[src/rtl/video_pkg.sv]
// Shared definitions for the video pattern generator: pattern modes,
// colour-bar table and default 640x480 timing.
package video_pkg;

  typedef enum logic [2:0] {
    MODE_BARS     = 3'd0,
    MODE_GRADIENT = 3'd1,
    MODE_CHECKER  = 3'd2,
    MODE_SOLID    = 3'd3,
    MODE_BOX      = 3'd4
  } mode_e;

  localparam int VGA_H_ACTIVE = 640;
  localparam int VGA_H_FP     = 16;
  localparam int VGA_H_SYNC   = 96;
  localparam int VGA_H_BP     = 48;
  localparam int VGA_V_ACTIVE = 480;
  localparam int VGA_V_FP     = 10;
  localparam int VGA_V_SYNC   = 2;
  localparam int VGA_V_BP     = 33;

  localparam int BAR_COUNT = 8;

  // Bar colours as {R,G,B} on/off flags, left to right.
  function automatic logic [2:0] bar_rgb(input logic [2:0] idx);
    logic [2:0] rgb;
    case (idx)
      3'd0:    rgb = 3'b111;
      3'd1:    rgb = 3'b110;
      3'd2:    rgb = 3'b011;
      3'd3:    rgb = 3'b010;
      3'd4:    rgb = 3'b101;
      3'd5:    rgb = 3'b100;
      3'd6:    rgb = 3'b001;
      default: rgb = 3'b000;
    endcase
    return rgb;
  endfunction

endpackage

[src/rtl/video_timing.sv]
// Raster counters with sync and active-region decode; outputs are the
// unregistered decode of the current counter state.
module video_timing
  import video_pkg::*;
#(
  parameter int H_ACTIVE = VGA_H_ACTIVE,
  parameter int H_FP     = VGA_H_FP,
  parameter int H_SYNC   = VGA_H_SYNC,
  parameter int H_BP     = VGA_H_BP,
  parameter int V_ACTIVE = VGA_V_ACTIVE,
  parameter int V_FP     = VGA_V_FP,
  parameter int V_SYNC   = VGA_V_SYNC,
  parameter int V_BP     = VGA_V_BP,
  parameter int HW       = $clog2(H_ACTIVE + H_FP + H_SYNC + H_BP),
  parameter int VW       = $clog2(V_ACTIVE + V_FP + V_SYNC + V_BP)
) (
  input  logic          clk,
  input  logic          rst_n,
  output logic [HW-1:0] hcnt,
  output logic [VW-1:0] vcnt,
  output logic          active,
  output logic          hsync,
  output logic          vsync,
  output logic          origin
);

  localparam int HT       = H_ACTIVE + H_FP + H_SYNC + H_BP;
  localparam int VT       = V_ACTIVE + V_FP + V_SYNC + V_BP;
  localparam int HS_START = H_ACTIVE + H_FP;
  localparam int HS_END   = HS_START + H_SYNC;
  localparam int VS_START = V_ACTIVE + V_FP;
  localparam int VS_END   = VS_START + V_SYNC;

  logic line_end;
  logic frame_end;

  assign line_end  = (hcnt == HW'(HT - 1));
  assign frame_end = (vcnt == VW'(VT - 1));

  always_ff @(posedge clk or negedge rst_n) begin
    if (!rst_n) begin
      hcnt <= '0;
      vcnt <= '0;
    end else if (line_end) begin
      hcnt <= '0;
      vcnt <= frame_end ? '0 : vcnt + 1'b1;
    end else begin
      hcnt <= hcnt + 1'b1;
    end
  end

  // Compare in 32 bits so an end bound equal to the total never truncates.
  assign active = (32'(hcnt) < H_ACTIVE) && (32'(vcnt) < V_ACTIVE);
  assign hsync  = (32'(hcnt) >= HS_START) && (32'(hcnt) < HS_END);
  assign vsync  = (32'(vcnt) >= VS_START) && (32'(vcnt) < VS_END);
  assign origin = (hcnt == '0) && (vcnt == '0);

endmodule

[src/rtl/video_pattern_gen.sv]
// Test-pattern generator: raster timing plus a two-stage colour pipeline
// whose mode and solid colour are frozen at the start of each frame.
module video_pattern_gen
  import video_pkg::*;
#(
  parameter int H_ACTIVE = VGA_H_ACTIVE,
  parameter int H_FP     = VGA_H_FP,
  parameter int H_SYNC   = VGA_H_SYNC,
  parameter int H_BP     = VGA_H_BP,
  parameter int V_ACTIVE = VGA_V_ACTIVE,
  parameter int V_FP     = VGA_V_FP,
  parameter int V_SYNC   = VGA_V_SYNC,
  parameter int V_BP     = VGA_V_BP,
  parameter bit HS_POL   = 1'b0,
  parameter bit VS_POL   = 1'b0,
  parameter int CW       = 8,
  parameter int CHK_LOG2 = 5
) (
  input  logic            CLK,
  input  logic            RST,
  input  logic [2:0]      MODE,
  input  logic [3*CW-1:0] SOLID_RGB,
  output logic [CW-1:0]   VGA_R,
  output logic [CW-1:0]   VGA_G,
  output logic [CW-1:0]   VGA_B,
  output logic            VGA_HS,
  output logic            VGA_VS,
  output logic            VGA_DE,
  output logic            FRAME_START
);

  localparam int HT        = H_ACTIVE + H_FP + H_SYNC + H_BP;
  localparam int VT        = V_ACTIVE + V_FP + V_SYNC + V_BP;
  localparam int HW        = $clog2(HT);
  localparam int VW        = $clog2(VT);
  localparam int BOX       = 1 << CHK_LOG2;
  localparam int BOX_Y     = V_ACTIVE / 2;
  localparam int GRAD_FRAC = 16;
  localparam int GRAD_DEN  = (H_ACTIVE > 1) ? H_ACTIVE - 1 : 1;
  localparam logic [63:0] CW_MAX     = (64'd1 << CW) - 64'd1;
  // Rounded up so the last active pixel reaches full scale.
  localparam logic [63:0] GRAD_SCALE =
    ((CW_MAX << GRAD_FRAC) + 64'(GRAD_DEN) - 64'd1) / 64'(GRAD_DEN);

  function automatic logic [CW-1:0] grad_level(input logic [HW-1:0] x);
    logic [63:0] scaled;
    scaled = (64'(x) * GRAD_SCALE) >> GRAD_FRAC;
    if (scaled > CW_MAX) return '1;
    return scaled[CW-1:0];
  endfunction

  function automatic logic [3*CW-1:0] expand_rgb(input logic [2:0] f);
    return {{CW{f[2]}}, {CW{f[1]}}, {CW{f[0]}}};
  endfunction

  // Box X advances by 2 per frame modulo H_ACTIVE, snapping to 0 when the
  // 8-bit frame counter wraps.
  function automatic logic [HW-1:0] next_box_pos(input logic [HW-1:0] pos,
                                                 input logic [7:0]    fc);
    logic [HW:0] sum;
    if (fc == 8'hFF) return '0;
    sum = {1'b0, pos} + (HW+1)'(2);
    if (sum >= (HW+1)'(H_ACTIVE)) sum = sum - (HW+1)'(H_ACTIVE);
    return sum[HW-1:0];
  endfunction

  // Asynchronous assert, two-flop synchronised release.
  logic rst_meta;
  logic rst_n;

  always_ff @(posedge CLK or negedge RST) begin
    if (!RST) begin
      rst_meta <= 1'b0;
      rst_n    <= 1'b0;
    end else begin
      rst_meta <= 1'b1;
      rst_n    <= rst_meta;
    end
  end

  logic [HW-1:0] hcnt;
  logic [VW-1:0] vcnt;
  logic          active;
  logic          hsync;
  logic          vsync;
  logic          origin;

  video_timing #(
    .H_ACTIVE (H_ACTIVE),
    .H_FP     (H_FP),
    .H_SYNC   (H_SYNC),
    .H_BP     (H_BP),
    .V_ACTIVE (V_ACTIVE),
    .V_FP     (V_FP),
    .V_SYNC   (V_SYNC),
    .V_BP     (V_BP),
    .HW       (HW),
    .VW       (VW)
  ) u_timing (
    .clk    (CLK),
    .rst_n  (rst_n),
    .hcnt   (hcnt),
    .vcnt   (vcnt),
    .active (active),
    .hsync  (hsync),
    .vsync  (vsync),
    .origin (origin)
  );

  // Stage p0 -> p1: bar index from precomputed ceil(i*H_ACTIVE/8) bounds.
  logic [2:0] bar_p0;

  always_comb begin
    bar_p0 = 3'd0;
    for (int i = 1; i < BAR_COUNT; i++) begin
      if (32'(hcnt) >= (i * H_ACTIVE + BAR_COUNT - 1) / BAR_COUNT) bar_p0 = 3'(i);
    end
  end

  logic            vld_p1;
  logic            hs_p1;
  logic            vs_p1;
  logic            fs_p1;
  logic [HW-1:0]   hcnt_p1;
  logic [VW-1:0]   vcnt_p1;
  logic [2:0]      bar_p1;
  mode_e           mode_lat;
  logic [3*CW-1:0] solid_lat;
  logic [HW-1:0]   box_x;
  logic [HW-1:0]   box_pos;
  logic [7:0]      frame_cnt;

  always_ff @(posedge CLK or negedge rst_n) begin
    if (!rst_n) begin
      vld_p1    <= 1'b0;
      hs_p1     <= 1'b0;
      vs_p1     <= 1'b0;
      fs_p1     <= 1'b0;
      hcnt_p1   <= '0;
      vcnt_p1   <= '0;
      bar_p1    <= '0;
      mode_lat  <= MODE_BARS;
      solid_lat <= '0;
      box_x     <= '0;
      box_pos   <= '0;
      frame_cnt <= '0;
    end else begin
      vld_p1  <= active;
      hs_p1   <= hsync;
      vs_p1   <= vsync;
      fs_p1   <= origin;
      hcnt_p1 <= hcnt;
      vcnt_p1 <= vcnt;
      bar_p1  <= bar_p0;
      if (origin) begin
        mode_lat  <= mode_e'(MODE);
        solid_lat <= SOLID_RGB;
        box_x     <= box_pos;
        box_pos   <= next_box_pos(box_pos, frame_cnt);
        frame_cnt <= frame_cnt + 8'd1;
      end
    end
  end

  // Stage p1 -> p2: colour selection, blanked outside the active region.
  logic [3*CW-1:0] colour_p2;
  logic [CW-1:0]   grad_p2;
  logic            in_box_p2;

  always_comb begin
    grad_p2   = grad_level(hcnt_p1);
    in_box_p2 = (hcnt_p1 >= box_x) && (32'(hcnt_p1) < 32'(box_x) + BOX) &&
                (32'(vcnt_p1) >= BOX_Y) && (32'(vcnt_p1) < BOX_Y + BOX);
    colour_p2 = '0;
    case (mode_lat)
      MODE_BARS:     colour_p2 = expand_rgb(bar_rgb(bar_p1));
      MODE_GRADIENT: colour_p2 = {grad_p2, grad_p2, grad_p2};
      MODE_CHECKER:  colour_p2 = (hcnt_p1[CHK_LOG2] ^ vcnt_p1[CHK_LOG2]) ? '1 : '0;
      MODE_SOLID:    colour_p2 = solid_lat;
      MODE_BOX:      colour_p2 = in_box_p2 ? '1 : '0;
      default:       colour_p2 = '0;
    endcase
    if (!vld_p1) colour_p2 = '0;
  end

  always_ff @(posedge CLK or negedge rst_n) begin
    if (!rst_n) begin
      VGA_R       <= '0;
      VGA_G       <= '0;
      VGA_B       <= '0;
      VGA_DE      <= 1'b0;
      VGA_HS      <= ~HS_POL;
      VGA_VS      <= ~VS_POL;
      FRAME_START <= 1'b0;
    end else begin
      {VGA_R, VGA_G, VGA_B} <= colour_p2;
      VGA_DE      <= vld_p1;
      VGA_HS      <= hs_p1 ? HS_POL : ~HS_POL;
      VGA_VS      <= vs_p1 ? VS_POL : ~VS_POL;
      FRAME_START <= fs_p1;
    end
  end

endmodule

[config.mk]
export PLATFORM = sky130hd
export DESIGN_NAME = video_pattern_gen
export DESIGN_NICKNAME = d
export VERILOG_FILES = /design/src/rtl/video_pkg.sv /design/src/rtl/video_timing.sv /design/src/rtl/video_pattern_gen.sv
export SDC_FILE = /design/constraint.sdc
export NUM_CORES = 1
export LEC_CHECK = 0
export BUFFER_PORTS_ARGS = -buffer_cell sky130_fd_sc_hd__buf_4
export CAP_MARGIN = 20
export CORE_UTILIZATION = 61
export DETAILED_ROUTE_END_ITERATION = 10
export PLACE_DENSITY = 0.81
export RECOVER_POWER = 100
export SLEW_MARGIN = 20
export SYNTH_ARGS = -nofsm -noshare
export SYNTH_HDL_FRONTEND = slang
export SYNTH_HIERARCHICAL = 1
export SYNTH_SLANG_ARGS = --single-unit
[constraint.sdc]
create_clock -name CLK -period 4.2 [get_ports CLK]
set_clock_uncertainty 0.1 [all_clocks]
set_input_delay 0.42 -clock CLK [delete_from_list [all_inputs] [get_ports CLK]]
set_output_delay 0.42 -clock CLK [all_outputs]
set_load 0.005 [all_outputs]
# [Word-level counts from Yosys, hierarchy flattened]
# Cells that the tools add are included.
[totals] regBits=132 latch_bits=0 ramBits=0 romBits=0 in_bits=29 output_inout_bits=28 n_memories=0
[op_classes] add_sub_neg=6 multipliers=1 n_div=0 magnitude_cmp=19 eq_ne=13 shifts=0 muxes=24 bitwise=1 n_reduce_logical=11
[op_table] op="$pmux 24 s5" count=1
[op_table] op="$mux 24" count=3
[op_table] op="$mux 10" count=5
[op_table] op="$ge 10x9->1 const B" count=4
[op_table] op="$ge 10x8->1 const B" count=3
[op_table] op="$lt 10x9->1 const B" count=3
[op_table] op="$mul 10x15->25 const B" count=1
[op_table] op="$pmux 3 s7" count=1
[op_table] op="$add 10x1->10 const B" count=2
[op_table] op="$eq 10x10->1 const B" count=2
[op_table] op="$ge 10x10->1 const B" count=2
[op_table] op="$logic_not 10->1" count=2
[op_table] op="$lt 10x10->1 const B" count=2
[op_table] op="$mux 3" count=6
[op_table] op="$mux 8" count=2
[op_table] op="$eq 3x2->1 const B" count=4
[op_table] op="$eq 3x3->1 const B" count=4
[op_table] op="$add 10x2->11 const B" count=1
[op_table] op="$add 10x6->11 const B" count=1
[op_table] op="$ge 11x10->1 const B" count=1
[op_table] op="$lt 10x11->1" count=1
[op_table] op="$ge 10x10->1" count=1
[op_table] op="$ge 10x7->1 const B" count=1
[op_table] op="$sub 10x10->10 const B" count=1
[op_table] op="other kinds (8)" count=21

# [Longest topological paths before layout]
# Gate-level depths: netlist of run 1.
[logic_depth] depth_word=8 ltp_mapped=18 depth_no_buf=17

# [Cells and area by module]
# Netlist of run 1, hierarchy kept.
[by_module_without_submodules] module="video_pattern_gen" instances=1 cells_each=631 area_per_inst_um2=6809.0
[by_module_without_submodules] module="video_timing" instances=1 cells_each=109 area_per_inst_um2=1104.8

# [Worst setup path after synthesis of run 1]
# No wires, ideal clock.
[synth_path] path_kind="register to register" from="register hcnt_p1[4]" to="register VGA_R[7]" setup_time_ps=141 arrival_ps=4473 setup_slack_ps=-514 stages_incl_launch_ff=18 period_less_slack_ps=4714 cell_sequence="dfrtp_1 ha_1 ha_1 inv_1 fa_1 inv_1 fa_1 inv_1 fa_1 inv_1 ha_1 nand4_2 a211oi_2 a211oi_2 o2111ai_1 o311ai_4 nor3_4 a31oi_1"
[synth_between] elab_chain_len=7
[synth_rtl] item="start, declared" line_no="video_pattern_gen.sv:124" text="logic [HW-1:0] hcnt_p1;"
[synth_rtl] item="start signal, assigned" line_no="video_pattern_gen.sv:152" text="hcnt_p1 <= hcnt;"
[synth_rtl] item="parallel branches: the longest is 5 deep, another holds $mul 10x15->25"
[synth_rtl] item="$pmux 24 s5 (*)" line_no="video_pattern_gen.sv:175" text="case (mode_lat)"
[synth_rtl] item="$mux 24 (*)" line_no="video_pattern_gen.sv:183" text="if (!vld_p1) colour_p2 = '0;"
[synth_rtl] item="via colour_p2[23]" line_no="video_pattern_gen.sv:166" text="logic [3*CW-1:0] colour_p2;"
[synth_rtl] item="end signal, assigned" line_no="video_pattern_gen.sv:196" text="{VGA_R, VGA_G, VGA_B} <= colour_p2;"
[synth_rtl] item="end, declared" line_no="video_pattern_gen.sv:23" text="output logic [CW-1:0] VGA_R,"
# Mark *: on every way through the listed nets, which the timed path passes.
# A chain may end at the register's enable or synchronous reset.

# [Worst setup path in the final report of run 1]
[layout_path] from="register hcnt_p1[4]" to="register VGA_G[1]"
[layout_between] elab_chain_len=7
[layout_rtl] item="parallel branches: the longest is 5 deep, another holds $mul 10x15->25"
[layout_rtl] item="$pmux 24 s5 (*)" line_no="video_pattern_gen.sv:175"
[layout_rtl] item="$mux 24 (*)" line_no="video_pattern_gen.sv:183"
[layout_rtl] item="via colour_p2[9]" line_no="video_pattern_gen.sv:166"
[layout_rtl] item="end signal, assigned" line_no="video_pattern_gen.sv:196"
[layout_rtl] item="end, declared" line_no="video_pattern_gen.sv:24" text="output logic [CW-1:0] VGA_G,"
# Marks and branches as above.

==> impl_results.md, run 1 <==
- Later-pin clock latency in the skew report: 420 ps
- Initial detailed-routing violation count: 545
- Synth-to-layout area growth: 20.85%
- Longest Clk Path Bufs: 2
- Mapped Area: 0.007914 mm^2
- Core ar.: 0.01262 mm^2
- Die H: 115.9 um
- Critical Path Source: hcnt_p1[4]$_DFF_PN0_
- Setup TNS: -12180 ps
- Max stage delay cell, worst path: or4_4
- Yosys top cell area share: 39.21%
- Worst-path cell chain: ha_4, ha_4, inv_2, fa_1, inv_2, fa_1, inv_2, fa_1, inv_2, ha_4, nand4_4, a211oi_4, a211oi_4, or4_4, o311ai_4, nor3_4, a31oi_1
- Hold_sp: SOLID_RGB[5]
- Min cycle time layout: 4776 ps
- Asr flop ratio synth: 100.0%
- Post-synth EDFFs: 0
- Count leader, synth: dfrtp_1
- Worst-path clk slew: 60 ps
- Total Power: 0.002803 W
- Hold Path Class: in -> reg
- Routed WL per cell: 18.52 um
- Final setup fails: 24
- YS warnings: 6
- Library cells used by synthesis: 74
- First-pass GRT wire length: 31830 um
- Critical-path maximum fanout: 6
- Most used cell, CP: inv_2
- CP peak stage delay: 550 ps
- Layout cells sized above 1: 23.84%
- Rows: 41
- I/O Pins: 57
- Power Density: 293.0 mW/mm^2
- Hpwl dp: 13470 um
- Crit Path Class: reg -> reg
- Final worst slack: -576.1 ps
- Starting density of the core: 62.71%
- Synthesized area per cell: 10.69 um^2
- Leak: 4.540 nW
- Total CTS buffers: 17
- Vias per inst: 5.924
- Commonest register cell after synthesis: dfrtp_1
- Die W: 115.9 um
- DIE AREA: 0.01343 mm^2
- RSZ-0062 raised after global routing: true
- #FFs+latches synth: 126
- Maxcap violations: 1
- Peak supply drop: 294.1 uV
- Routed via count: 6114
- Part of the cycle the worst path needs: 113.7%
- GRT Resource Usage Total: 31.15%
- CP required: 4410 ps
- Final Max Tran Viols: 97
- Final nets: 999
- Launching point of the worst reg2reg path: hcnt_p1[4]$_DFF_PN0_
- Initial antenna violation count: 0
- Core Util, Final: 75.79%
- Ranking of synthesized cells by area: dfrtp_1 39%, ha_1 16%, fa_1 5.8%, mux2_2 4.1%, inv_1 3.6%
- CTS tree: built
- Outcome: finished with violations
- Overflow after GRT: 0
- Fillers: 828
- Clock sinks: 126
- Worst-margin pin slew: 2297 ps
- Htree depth: 4
- Largest net degree at the start of global routing: 97
- Final hold violations: 0
- Routed Antenna Nets: 0
- Slew margin rel.: -53.14%
- CP endpoint kind: register
- Max Freq: 209.4 MHz
- Post-synth top area cell: dfrtp_1
- Port Buf Inserts: 56
- Root buffer cell: clkbuf_16
- Failing checks: max-capacitance violations, max-slew violations, negative setup slack
- CP Launch Type: register
- Vias in the first global route: 6499
- Drt total wl: 19110 um
- Commonest cells post-synth: 124 x dfrtp_1, 100 x ha_1, 75 x inv_1
- Worst EP arrival: 4980 ps
- Diode count: 0
- Post-Synthesis Net Count: 892
- Seq/Total Area, Yosys: 39.87%
- DR DRC count: 0
- RD Place Congestion: 0.8963
- Cells after synthesis: 740
- Post-place setup slack: -493.5 ps
- Initial DRT Pass Iterations: 8
==> routing by layer <==
metal	GRT usage [%]	wire, um
met2	52.26	9690
met5	0	0
met3	7.584	933
met4	11.54	438
met1	39.23	8051
==> report_power, final <==
group	switching, W	internal, W	leakage (nW)	total, W
Combinational	0.0000619	0.0000567	2.65	0.000119
Clock	0.000542	0.000874	0.277	0.00142
Sequential	0.0000218	0.00125	1.61	0.00127
==> path summary, 6_finish.rpt <==
kind,to,slack (ps),cells after the start
worst max-delay path,VGA_G[1]$_DFF_PN0_,-580,17
worst min-delay path,solid_lat[5]$_DFFE_PN0P_,130,2
worst max register to register,VGA_G[1]$_DFF_PN0_,-580,17
worst min register to register,FRAME_START$_DFF_PN0_,250,0
max in group asynchronous,hcnt_p1[4]$_DFF_PN0_,650,1
min in group asynchronous,rst_n$_DFF_PN0_,210,2
==> repair_timing <==
| action | CTS | global route |
|---|---|---|
| endpoints found under the hold margin | 2 | 0 |
| hold buffers | 1 | 0 |
| buffers inserted | 6 | 3 |
| pin swaps | 10 | 15 |
| setup endpoints to repair | 24 | 24 |
| resized for setup | 8 | 10 |
==> kinds of logic (layout without fill, tap and decap cells) <==
logic type,after synthesis,after routing,share of synthesized area (%)
AO/OA/AOI/OAI,146,146,12.57
XOR/XNOR,34,34,3.763
adder cells (fa/ha/maj),124,124,21.75
buffers and inverters,96,216,4.696
flip-flops,126,126,39.87
multiplexers,34,34,4.759
other,1,1,0.04739
AND/OR/NAND/NOR,179,179,12.54
==> cells in the final DEF (no fill, tap or decap), types with 4 or more instances in the layout <==
master	Yosys	layout
dfrtp_1	124	122
ha_1	100	94
buf_4	0	77
inv_1	75	71
nand2_1	60	59
o21ai_0	35	34
a31oi_1	32	30
mux2_2	29	29
nor2_1	23	23
a21oi_1	24	23
fa_1	23	22
clkbuf_4	0	21
nand3_1	19	20
xnor2_1	19	19
clkbuf_16	0	17
xor2_1	15	15
nand4_1	15	15
a21o_1	9	9
clkbuf_1	14	9
and3_1	7	8
nor4_1	8	8
nor3_1	7	7
nand2b_1	6	6
ha_4	0	6
o211ai_1	5	5
mux2i_1	5	5
clkinv_4	0	5
inv_2	0	4
==> critical path: cells and delay by family (launching register included) <==
family	cells	cell delay, ps
flops	1	430
compound gates	4	880
fa+ha+maj	6	2290
simple gates	3	800
buf+inv	4	160
==> sequential cells by signal, summed over array words and instances, names as in the netlist, 9 cells and up <==
signal and flops:
solid_lat 24, hcnt_p1 10, u_timing/hcnt 10, u_timing/vcnt 10, box_pos 9, box_x 9
==> per-stage QoR <==
stage | std cells | instance area (um^2) | hold WS [ps]
2_1_floorplan | 740 | 7981 | 24.41
5_1_grt | 1032 | 9564 | 124.5
3_5_place_dp | 991 | 8880 | 104.2
6_report | 1032 | 9564 | 133.0
4_1_cts | 1030 | 9580 | 119.7
3_3_place_gp | 991 | 8880 | 101.6
==> final cells by class <==
type | count | area, um^2 | area share, %
Clock inverter | 13 | 142.6 | 1.491
Timing Repair Buffer | 109 | 793.3 | 8.294
Clock buffer | 19 | 432.9 | 4.526
Inverter | 75 | 281.5 | 2.943
Multi-Input combinational cell | 518 | 4541 | 47.48
Sequential cell | 126 | 3158 | 33.02
Tap cell | 172 | 215.2 | 2.250
Power figures use the tool's default switching activity.
==> inputs of run 2 (changes only) <==
Settings changed: BUFFER_PORTS_ARGS -buffer_cell sky130_fd_sc_hd__buf_4 to -buffer_cell sky130_fd_sc_hd__buf_2, GPL_ROUTABILITY_DRIVEN set to 0, PLACE_DENSITY 0.81 to 0.8, SYNTH_HIERARCHICAL 1 to not set.
==> run 2 against run 1 <==
The run still ends with max-capacitance violations, max-slew violations, negative setup slack left. Die area rose by 2.1%. Global-route usage rose by 0.079 points. Core utilization rose by 2.4 points. Critical path depth rose by 1. Sequential share of layout area fell by 1.4 points. Worst setup slack got worse by 170 ps. Highest routed layer unchanged.
==> impl_results.md, run 2 <==
- Outcome: finished with violations
- Failing checks: max-capacitance violations, max-slew violations, negative setup slack
- Hpwl dp: 14070 um
- Hold WS: 94.54 ps
- Die W: 117.1 um
- Critical R2R Capture: VGA_B[1]$_DFF_PN0_
- Core Util, Final: 78.18%
- RSZ-0062 raised after global routing: true
- Library cells used by synthesis: 65
- Mapped Area: 0.008083 mm^2
- Peak supply drop: 311.6 uV
- Vias in the first global route: 6852
- Worst-path clk slew: 60 ps
- YS warnings: 0
- Largest net degree at the start of global routing: 70
- Longest Clk Path Bufs: 2
- Max reg flops: 24
- Routed via count: 6980
- Core ar.: 0.01277 mm^2
- CP peak stage delay: 440 ps
- Final Max Tran Viols: 107
- Leak: 4.805 nW
- Yosys top cell area share: 38.39%
- Reg-to-reg slack, setup: -740 ps
- CP endpoint kind: register
- Met2 Use GR: 55.66%
- Total Power: 0.002820 W
- #FFs+latches synth: 126
- Commonest register cell after synthesis: dfrtp_1
- First-pass GRT wire length: 32400 um
- Hold Path Class: in -> reg
- Ranking of synthesized cells by area: dfrtp_1 38%, ha_1 16%, nand2_1 8.0%, fa_1 5.7%, inv_1 3.6%
- Critical-path maximum fanout: 6
- Rows: 41
- Most common cell after layout, fill and taps aside: nand2_1
- Commonest cells post-synth: 173 x nand2_1, 124 x dfrtp_1, 101 x ha_1
- Crit Path Class: reg -> reg
- Initial DRT Pass Iterations: 5
- Initial detailed-routing violation count: 584
- Drt total wl: 21760 um
- Routed Antenna Nets: 0
- Largest Register: solid_lat
- Asr flop ratio synth: 100.0%
- Final setup fails: 24
- GRT met3 Usage: 6.282%
- Part of the cycle the worst path needs: 117.7%
- Die H: 117.1 um
- Routed WL per cell: 18.55 um
- Initial antenna violation count: 0
- Launching point of the worst reg2reg path: hcnt_p1[7]$_DFF_PN0_
- Layout cells sized above 1: 20.70%
- Starting density of the core: 63.28%
- Post-synth top area cell: dfrtp_1
- Overflow after GRT: 0
- Gr busiest metal: met2
- Max Freq: 202.3 MHz
- R2R cell count: 18
- Vias per inst: 5.951
- Port Buf Inserts: 56
- Count leader, synth: nand2_1
- Cells after synthesis: 858
- Post-synth EDFFs: 0
- Most used cell, CP: inv_2
- Clock sinks: 126
- Worst-path cell chain: ha_1, fa_2, inv_2, fa_1, inv_2, fa_1, inv_2, fa_1, inv_2, ha_4, nand2_2, nor2_1, a221oi_4, o31ai_4, xnor2_4, a211oi_4, buf_6, a31oi_1
- Max stage delay cell, worst path: dfrtp_1
- Later-pin clock latency in the skew report: 420 ps
- Final hold violations: 0
- Commonest cells after routing, fill and taps aside: 168 x nand2_1, 120 x dfrtp_1, 89 x ha_1
- Seq/Total Area, Yosys: 39.04%
- Worst EP arrival: 5100 ps
- Post-Place Cells: 1132
- Post-route insts no fill: 1173
- Min cycle time layout: 4943 ps
- CP Launch Type: register
- DIE AREA: 0.01371 mm^2
- Worst-margin pin slew: 2705 ps
- Htree depth: 4
- Slew margin rel.: -80.31%
- I/O Pins: 57
- Root buffer cell: clkbuf_16
- Power Density: 282.4 mW/mm^2
- Synthesized area per cell: 9.420 um^2
- GRT Resource Usage Total: 31.23%
- CP required: 4360 ps
- Maxcap violations: 2
- Hold Path Sink: solid_lat[3]$_DFFE_PN0P_
- Final worst slack: -743.5 ps
- Hold_sp: SOLID_RGB[3]
- Post-Synthesis Net Count: 1011
- Total CTS buffers: 17
- Final nets: 1140
- Synth-to-layout area growth: 23.54%
- CTS tree: built
- DR DRC count: 0
- Global Route met1 Usage: 36.21%
- Hold Path Depth: 3
-- run 2: cell type report --
cell class / instances / area (um^2)
diodes: 1 / 2.502
clock buffers: 18 / 439.2
clock inverters: 14 / 145.1
fillers: 789 / 2788
inverters: 78 / 292.8
multi-input cells: 628 / 4880
flip-flops and latches: 126 / 3161
well taps: 172 / 215.2
repair buffers: 136 / 850.8
-- run 2: metrics by stage --
stage	instance area, um^2	setup TNS [ps]	worst slack [ps]
2_1_floorplan	8167	-2195	-102.1
3_3_place_gp	9116	-5382	-240.9
3_5_place_dp	9116	-8613	-402.6
4_1_cts	9796	-7759	-376.3
5_1_grt	9983	-14070	-853.7
6_report	9986	-11340	-743.5
-- run 2: metal layers --
layer,routed length (um),vias up,part of all wire [%]
met3,1294,82,5.9
met4,829,0,3.8
met5,0,-,0
met2,11230,290,52
li1,-,3231,-
met1,8407,3377,39
-- run 2: critical path: cells and delay by family, from the launching register on --
family	cells	cell delay [ps]
buffers and inverters	5	520
AND/OR/NAND/NOR	2	180
adder cells (fa/ha/maj)	6	2150
AO/OA/AOI/OAI	4	1030
XOR/XNOR	1	370
flip-flops	1	440
-- run 2: worst max-delay path by stage --
| stage | startpoint | end | slack, ps | depth (start not counted) |
|---|---|---|---|---|
| floorplan | hcnt_p1[5]$_DFF_PN0_ | VGA_B[3]$_DFF_PN0_ | -100 | 17 |
| global placement | hcnt_p1[8]$_DFF_PN0_ | VGA_G[1]$_DFF_PN0_ | -240 | 15 |
| detailed placement | hcnt_p1[8]$_DFF_PN0_ | VGA_G[1]$_DFF_PN0_ | -400 | 15 |
| CTS | hcnt_p1[5]$_DFF_PN0_ | VGA_B[2]$_DFF_PN0_ | -380 | 17 |
| global route | hcnt_p1[7]$_DFF_PN0_ | VGA_B[1]$_DFF_PN0_ | -850 | 18 |
| finish | hcnt_p1[7]$_DFF_PN0_ | VGA_B[1]$_DFF_PN0_ | -740 | 18 |
-- run 2: kinds of logic (layout without fill, tap and decap cells) --
kind of cell               Yosys count  after routing  share of synthesized area [%]
and+or+nand+nor                    308            308                          17.55
AOI/OAI and AO/OA                  161            161                          13.25
DFF                                126            126                          39.04
adders and majority gates          124            124                          21.33
buffers and inverters              104            246                          4.861
xor gates and xnor gates            27             27                          3.019
muxes                                7              7                         0.8978
other                                1              2                        0.04640
-- run 2: power breakdown --
group / total (W) / switching (W) / internal, W / leakage [nW]
logic: 0.000108 / 0.0000674 / 0.0000404 / 2.92
clock network: 0.00144 / 0.000589 / 0.000850 / 0.279
registers: 0.00127 / 0.0000303 / 0.00124 / 1.61
total: 0.00282 / 0.000686 / 0.00213 / 4.81
-- run 2: repair_timing --
item	in CTS	in global routing
setup buffers	6	4
resized for setup	10	45
hold buffers	1	0
hold endpoints to repair	2	0
pin swaps	12	16
endpoints found under the setup margin	24	24
